`src/rtl/wb_data_master.sv`:
```
// -----------------------------------------------------------------------------
// wb_data_master
//   Wishbone classic initiator for the core data port. Takes one load/store
//   request at a time from the memory stage, validates funct3 and alignment,
//   runs a single Wishbone cycle, and returns a one-cycle response pulse with
//   extracted/extended load data.
//
// Ports
//   clk, rst        clock (rising edge), synchronous active-high reset
//   req_valid/ready request handshake; ready only while idle
//   req_we          1 = store, 0 = load
//   req_funct3      RV32 load/store width encoding
//   req_addr        byte address
//   req_wdata       right-aligned store data
//   rsp_valid       one-cycle response pulse
//   rsp_rdata       extended load data (0 for stores and errors)
//   rsp_err         bus error or timeout
//   rsp_misalign    misaligned address or illegal funct3, no bus cycle issued
//   wb_*            Wishbone classic master signals
// -----------------------------------------------------------------------------
module wb_data_master #(
   parameter int unsigned TIMEOUT_CYCLES = 255
) (
   input  logic        clk,
   input  logic        rst,
   input  logic        req_valid,
   output logic        req_ready,
   input  logic        req_we,
   input  logic [2:0]  req_funct3,
   input  logic [31:0] req_addr,
   input  logic [31:0] req_wdata,
   output logic        rsp_valid,
   output logic [31:0] rsp_rdata,
   output logic        rsp_err,
   output logic        rsp_misalign,
   output logic [31:0] wb_adr_o,
   output logic [31:0] wb_dat_o,
   input  logic [31:0] wb_dat_i,
   output logic        wb_we_o,
   output logic [3:0]  wb_sel_o,
   output logic        wb_cyc_o,
   output logic        wb_stb_o,
   input  logic        wb_ack_i,
   input  logic        wb_err_i
);

   localparam int CNT_RAW = $clog2(TIMEOUT_CYCLES + 1);
   localparam int CNT_W   = (CNT_RAW < 1) ? 1 : CNT_RAW;
   localparam logic [CNT_W-1:0] TO_LIM = CNT_W'(TIMEOUT_CYCLES);

   typedef enum logic [1:0] {S_IDLE, S_BUS, S_RESP} state_t;

   state_t             state_q, state_d;
   logic               we_q, we_d;
   logic [2:0]         f3_q, f3_d;
   logic [1:0]         alo_q, alo_d;
   logic [31:0]        adr_q, adr_d;
   logic [31:0]        dat_q, dat_d;
   logic [3:0]         sel_q, sel_d;
   logic               cyc_q, cyc_d;
   logic [CNT_W-1:0]   cnt_q, cnt_d;
   logic [31:0]        rdata_q, rdata_d;
   logic               err_q, err_d;
   logic               mis_q, mis_d;

   // Legal funct3 for the direction and naturally aligned for its width.
   function automatic logic req_ok(input logic we, input logic [2:0] f3,
                                   input logic [1:0] a);
      logic legal;
      logic aligned;
      if (we) legal = (f3[2] == 1'b0) && (f3[1:0] != 2'b11);
      else    legal = (f3 != 3'b011) && (f3 != 3'b110) && (f3 != 3'b111);
      case (f3[1:0])
         2'b00:   aligned = 1'b1;
         2'b01:   aligned = ~a[0];
         2'b10:   aligned = (a == 2'b00);
         default: aligned = 1'b0;
      endcase
      return legal && aligned;
   endfunction

   function automatic logic [3:0] byte_sel(input logic [2:0] f3, input logic [1:0] a);
      case (f3[1:0])
         2'b00:   return 4'b0001 << a;
         2'b01:   return 4'b0011 << {a[1], 1'b0};
         default: return 4'b1111;
      endcase
   endfunction

   // Replicate the right-aligned store value across every lane so the slave
   // finds it under whichever byte select is active.
   function automatic logic [31:0] store_lanes(input logic [2:0] f3, input logic [31:0] d);
      case (f3[1:0])
         2'b00:   return {4{d[7:0]}};
         2'b01:   return {2{d[15:0]}};
         default: return d;
      endcase
   endfunction

   // Addresses are already aligned here, so shifting by 8*addr[1:0] also
   // selects the right half for halfword loads.
   function automatic logic [31:0] load_extract(input logic [2:0] f3, input logic [1:0] a,
                                                input logic [31:0] d);
      logic [31:0] sh;
      sh = d >> {a, 3'b000};
      case (f3)
         3'b000:  return {{24{sh[7]}}, sh[7:0]};
         3'b001:  return {{16{sh[15]}}, sh[15:0]};
         3'b100:  return {24'd0, sh[7:0]};
         3'b101:  return {16'd0, sh[15:0]};
         default: return d;
      endcase
   endfunction

   always_comb begin
      state_d = state_q;
      we_d    = we_q;
      f3_d    = f3_q;
      alo_d   = alo_q;
      adr_d   = adr_q;
      dat_d   = dat_q;
      sel_d   = sel_q;
      cyc_d   = cyc_q;
      cnt_d   = cnt_q;
      rdata_d = rdata_q;
      err_d   = err_q;
      mis_d   = mis_q;

      case (state_q)
         S_IDLE: begin
            if (req_valid) begin
               we_d  = req_we;
               f3_d  = req_funct3;
               alo_d = req_addr[1:0];
               adr_d = {req_addr[31:2], 2'b00};
               dat_d = store_lanes(req_funct3, req_wdata);
               sel_d = byte_sel(req_funct3, req_addr[1:0]);
               if (req_ok(req_we, req_funct3, req_addr[1:0])) begin
                  state_d = S_BUS;
                  cyc_d   = 1'b1;
                  cnt_d   = '0;
               end else begin
                  state_d = S_RESP;
                  rdata_d = '0;
                  err_d   = 1'b0;
                  mis_d   = 1'b1;
               end
            end
         end

         S_BUS: begin
            if (wb_err_i) begin
               // Error takes priority over a simultaneous ack.
               state_d = S_RESP;
               cyc_d   = 1'b0;
               rdata_d = '0;
               err_d   = 1'b1;
               mis_d   = 1'b0;
            end else if (wb_ack_i) begin
               state_d = S_RESP;
               cyc_d   = 1'b0;
               rdata_d = we_q ? 32'd0 : load_extract(f3_q, alo_q, wb_dat_i);
               err_d   = 1'b0;
               mis_d   = 1'b0;
            end else begin
               cnt_d = cnt_q + CNT_W'(1);
               if ((TIMEOUT_CYCLES != 0) && (cnt_d == TO_LIM)) begin
                  state_d = S_RESP;
                  cyc_d   = 1'b0;
                  rdata_d = '0;
                  err_d   = 1'b1;
                  mis_d   = 1'b0;
               end
            end
         end

         S_RESP: state_d = S_IDLE;

         default: state_d = S_IDLE;
      endcase
   end

   // State / registered outputs boundary
   always_ff @(posedge clk) begin
      if (rst) begin
         state_q <= S_IDLE;
         we_q    <= 1'b0;
         f3_q    <= 3'd0;
         alo_q   <= 2'd0;
         adr_q   <= '0;
         dat_q   <= '0;
         sel_q   <= '0;
         cyc_q   <= 1'b0;
         cnt_q   <= '0;
         rdata_q <= '0;
         err_q   <= 1'b0;
         mis_q   <= 1'b0;
      end else begin
         state_q <= state_d;
         we_q    <= we_d;
         f3_q    <= f3_d;
         alo_q   <= alo_d;
         adr_q   <= adr_d;
         dat_q   <= dat_d;
         sel_q   <= sel_d;
         cyc_q   <= cyc_d;
         cnt_q   <= cnt_d;
         rdata_q <= rdata_d;
         err_q   <= err_d;
         mis_q   <= mis_d;
      end
   end

   assign req_ready    = (state_q == S_IDLE);
   assign rsp_valid    = (state_q == S_RESP);
   assign rsp_rdata    = rdata_q;
   assign rsp_err      = err_q;
   assign rsp_misalign = mis_q;
   assign wb_adr_o     = adr_q;
   assign wb_dat_o     = dat_q;
   assign wb_we_o      = we_q;
   assign wb_sel_o     = sel_q;
   assign wb_cyc_o     = cyc_q;
   assign wb_stb_o     = cyc_q;

endmodule

```
`config.mk`:
```
export PLATFORM = sky130hd
export DESIGN_NAME = wb_data_master
export DESIGN_NICKNAME = d
export VERILOG_FILES = /design/src/rtl/wb_data_master.sv
export SDC_FILE = /design/constraint.sdc
export NUM_CORES = 1
export LEC_CHECK = 0
export BUFFER_PORTS_ARGS = -buffer_cell sky130_fd_sc_hd__clkbuf_2
export CORE_MARGIN = 8
export CORE_UTILIZATION = 45
export CTS_CLUSTER_DIAMETER = 80
export DETAILED_ROUTE_END_ITERATION = 10
export PLACE_DENSITY_LB_ADDON = 0.08
export SETUP_SLACK_MARGIN = 0.15
export SLEW_MARGIN = 40
export SYNTH_ARGS = -nofsm -noshare
export SYNTH_HDL_FRONTEND = slang
export SYNTH_SLANG_ARGS = --single-unit
```
`constraint.sdc`:
```
create_clock -name clk -period 6.75 [get_ports clk]
set_input_delay 0.675 -clock clk [delete_from_list [all_inputs] [get_ports clk]]
set_output_delay 0.675 -clock clk [all_outputs]
set_load 0.02 [all_outputs]
```
==> results.py <==
metrics = {
    "critical_path": {
        "r2r_slack_ns": 4.06,
        "endpoint_kind": "flop",
        "reg2reg_to": "rsp_misalign",
        "crit_fanout": 36,
        "cp.arrival_ns": 3.01,
        "crit_type": "reg2reg",
        "required_ns": 7.06,
        "r2r_start": "cnt_q[0]",
        "endpoint": "rsp_misalign",
        "startpoint_type": "flop",
        "rr_worst_depth": 6,
        "crit_start": "cnt_q[0]",
    },
    "run": {
        "maxCapViolations": 0,
    },
    "cts": {
        "worstSkewPairLatency_ns": 0.41,
        "cts-root-buf": "clkbuf_16",
        "cts_tree": "yes",
        "clockBufferDepth": 2,
        "h-tree-depth": 4,
        "cts_made_buffers": 17,
        "cts_setup_buffers": 0,
        "cts_num_sinks": 117,
        "hold_buffers": 0,
        "cts.repair.resized": 0,
        "clkTransAtPathRegs_ns": 0.05,
    },
    "detailed_routing": {
        "postRouteWirelength_um": 19100,
        "routed_via_density": 5.59,
        "drt_drc_violations_left": 0,
        "wl_per_cell_um": 17.4,
        "drtPass1Iterations": 5,
        "ant_nets": 0,
        "drt_iter0_drc": 520,
        "vias": 6126,
    },
    "timing": {
        "fin_crit_ns": 2.69,
        "post-route-period-util": 0.399,
        "skew_ns": 0.00807,
        "whs_ns": 0.453,
        "slew_headroom": 0.447,
        "setup_viol": 0,
        "timing.setup.tns_ns": 0,
        "max_freq_ghz": 0.371,
        "rsz0062_at_grt": "false",
        "tightestPinTransition_ns": 0.828,
        "slew_violations": 0,
        "finalHoldViolCount": 0,
    },
    "power_and_ir_drop": {
        "combPwrFrac": 0.150,
        "pwr-share-clk": 0.474,
        "seq_power_share": 0.376,
        "power_density_nw_per_um2": 265,
        "vdd_ir_drop_max_uv": 168,
        "p_int_w": 0.00147,
        "power.switching_w": 0.000537,
        "p_sw_frac": 0.268,
        "total_leakage_power_nw": 3.29,
    },
    "synth": {
        "synth_ff_type": "dfxtp_1",
        "ys_ff_latch": 117,
        "synth_area_leaders": "dfxtp_1 40%, nand2_1 11%, a21oi_1 5.7%",
        "ys_seq_area_frac": 0.402,
        "synth-edff-count": 0,
        "netlist_instances": 744,
        "synth_top_area_share": 0.402,
        "synth_area_leader_cell": "dfxtp_1",
        "async_reset_ff_frac": 0,
        "synth_cell_types": 47,
        "yosys_warnings": 0,
        "synth_area_per_cell_um2": 7.84,
        "syn_area_um2": 5830,
    },
    "place": {
        "dp_hpwl_um": 13400,
        "io_buffers": 209,
        "place_congestion": 0.829,
    },
    "layout": {
        "final_nets": 1018,
        "mostFrequentLayoutCells": "208 x clkbuf_2, 172 x nand2_1, 116 x dfxtp_1, 66 x a21oi_1, 40 x o211ai_1",
        "drive_gt1_frac": 0.277,
        "area_delta_synth_final_pct": 29.4,
        "insertedDiodeCount": 0,
        "layout_commonest_cell": "clkbuf_2",
    },
    "die": {
        "dieArea_um2": 16900,
        "die_h_um": 130,
        "core_area_um2": 12600,
        "initial_core_util": 0.462,
        "die_x_um": 130,
        "ios": 212,
        "fp-row-count": 41,
    },
    "hold_path": {
        "hold_path.class": "reg2reg",
    },
    "grt": {
        "grt_pass1_wl_um": 30400,
        "grt_util_all_layers": 0.224,
        "grt_max_degree": 93,
        "overflow": 0,
        "grt_pass1_vias": 6055,
        "antenna_found_initial": 0,
    },
    "status": {
        "status": "finished clean",
    },
}
worst max-delay path, stage by stage (launching register included):
cell and delay [ns]:
dfxtp_1 0.40, ha_1 0.36, or4b_1 0.53, a32o_1 0.26, buf_4 0.25, or4_1 0.55
a221oi_1 0.25
sequential cells by signal, summed over array words and instances, names as in the netlist:
signal / flops
wb_sel_o: 4
rsp_rdata: 32
wb_we_o: 1
state_q: 2
rsp_err: 1
wb_dat_o: 32
wb_adr_o: 30
wb_cyc_o: 1
cnt_q: 8
f3_q: 3
rsp_misalign: 1
alo_q: 2
logic make-up after synthesis:
group / Yosys count / synth area share
adder cells (fa/ha/maj): 2 / 0.00429
other: 1 / 0.000643
flip-flops: 117 / 0.402
multiplexers: 34 / 0.0605
AO/OA/AOI/OAI: 214 / 0.250
AND/OR/NAND/NOR: 300 / 0.230
buffers and inverters: 76 / 0.0532
layer usage:
| layer | global-route usage | share of wire | vias to the layer above |
|---|---|---|---|
| li1 | - | - | 2972 |
| met1 | 0.256 | 0.41 | 2888 |
| met2 | 0.367 | 0.47 | 236 |
| met3 | 0.0898 | 0.10 | 30 |
| met4 | 0.0908 | 0.018 | 0 |
| met5 | 0 | 0 | - |
synth_stat cells, drive strengths merged (2+ instances only):
cell type  number
a221oi          3
a41oi           3
buf             9
o221ai          8
or4             2
ha              2
o21a            3
nor3            6
clkbuf         61
nor3b           2
nor2           39
o211ai         40
a32oi          17
a2bb2oi         9
nor2b          38
nand3          10
dfxtp         117
nand2         173
o21ai          22
a311oi         12
a211oi         11
o21bai          3
mux2i          33
nand4           2
a22oi           9
nand2b         20
o22ai           3
nor4            2
a21oi          66
inv             6
through the flow:
step / power (W) / setup slack [ns] / instances / utilization / cell area (um^2)
2_1_floorplan: 0.000949 / 4.38 / 745 / - / 5830
3_3_place_gp: 0.00106 / 4.04 / 1064 / 0.547 / 6900
3_5_place_dp: 0.00107 / 4.05 / 1064 / 0.549 / 6920
4_1_cts: 0.00201 / 4.06 / 1096 / 0.598 / 7540
5_1_grt: 0.00208 / 3.98 / 1096 / 0.598 / 7540
6_report: 0.00200 / 4.06 / 1096 / 0.598 / 7540
worst min path at each step:
stage                       startpoint            to  slack, ns  cells after the start
after floorplan                f3_q[2]       f3_q[2]       0.45                      2
final                      wb_adr_o[9]   wb_adr_o[9]       0.45                      2
after global routing      wb_dat_o[26]  wb_dat_o[26]       0.47                      2
after global placement    wb_adr_o[14]  wb_adr_o[14]       0.44                      2
after CTS                  wb_adr_o[9]   wb_adr_o[9]       0.45                      2
after detailed placement   wb_adr_o[9]   wb_adr_o[9]       0.45                      2
power groups by stage:
stage | logic (W) | clock network, W | registers (W)
2_1_floorplan | 0.000150 | 0 | 0.000799
3_3_place_gp | 0.000292 | 0 | 0.000765
3_5_place_dp | 0.000300 | 0 | 0.000767
4_1_cts | 0.000301 | 0.000960 | 0.000753
5_1_grt | 0.000327 | 0.000998 | 0.000758
6_report | 0.000300 | 0.000949 | 0.000753
final cells by class:
| class | count | area [um^2] |
|---|---|---|
| Multi-Input combinational cell | 552 | 3230 |
| Fill cell | 1193 | 5070 |
| Inverter | 6 | 22.5 |
| Sequential cell | 117 | 2340 |
| Clock buffer | 22 | 464 |
| Tap cell | 172 | 215 |
| Timing Repair Buffer | 217 | 1110 |
| Clock inverter | 10 | 153 |
(Power assumes the default switching activity.)
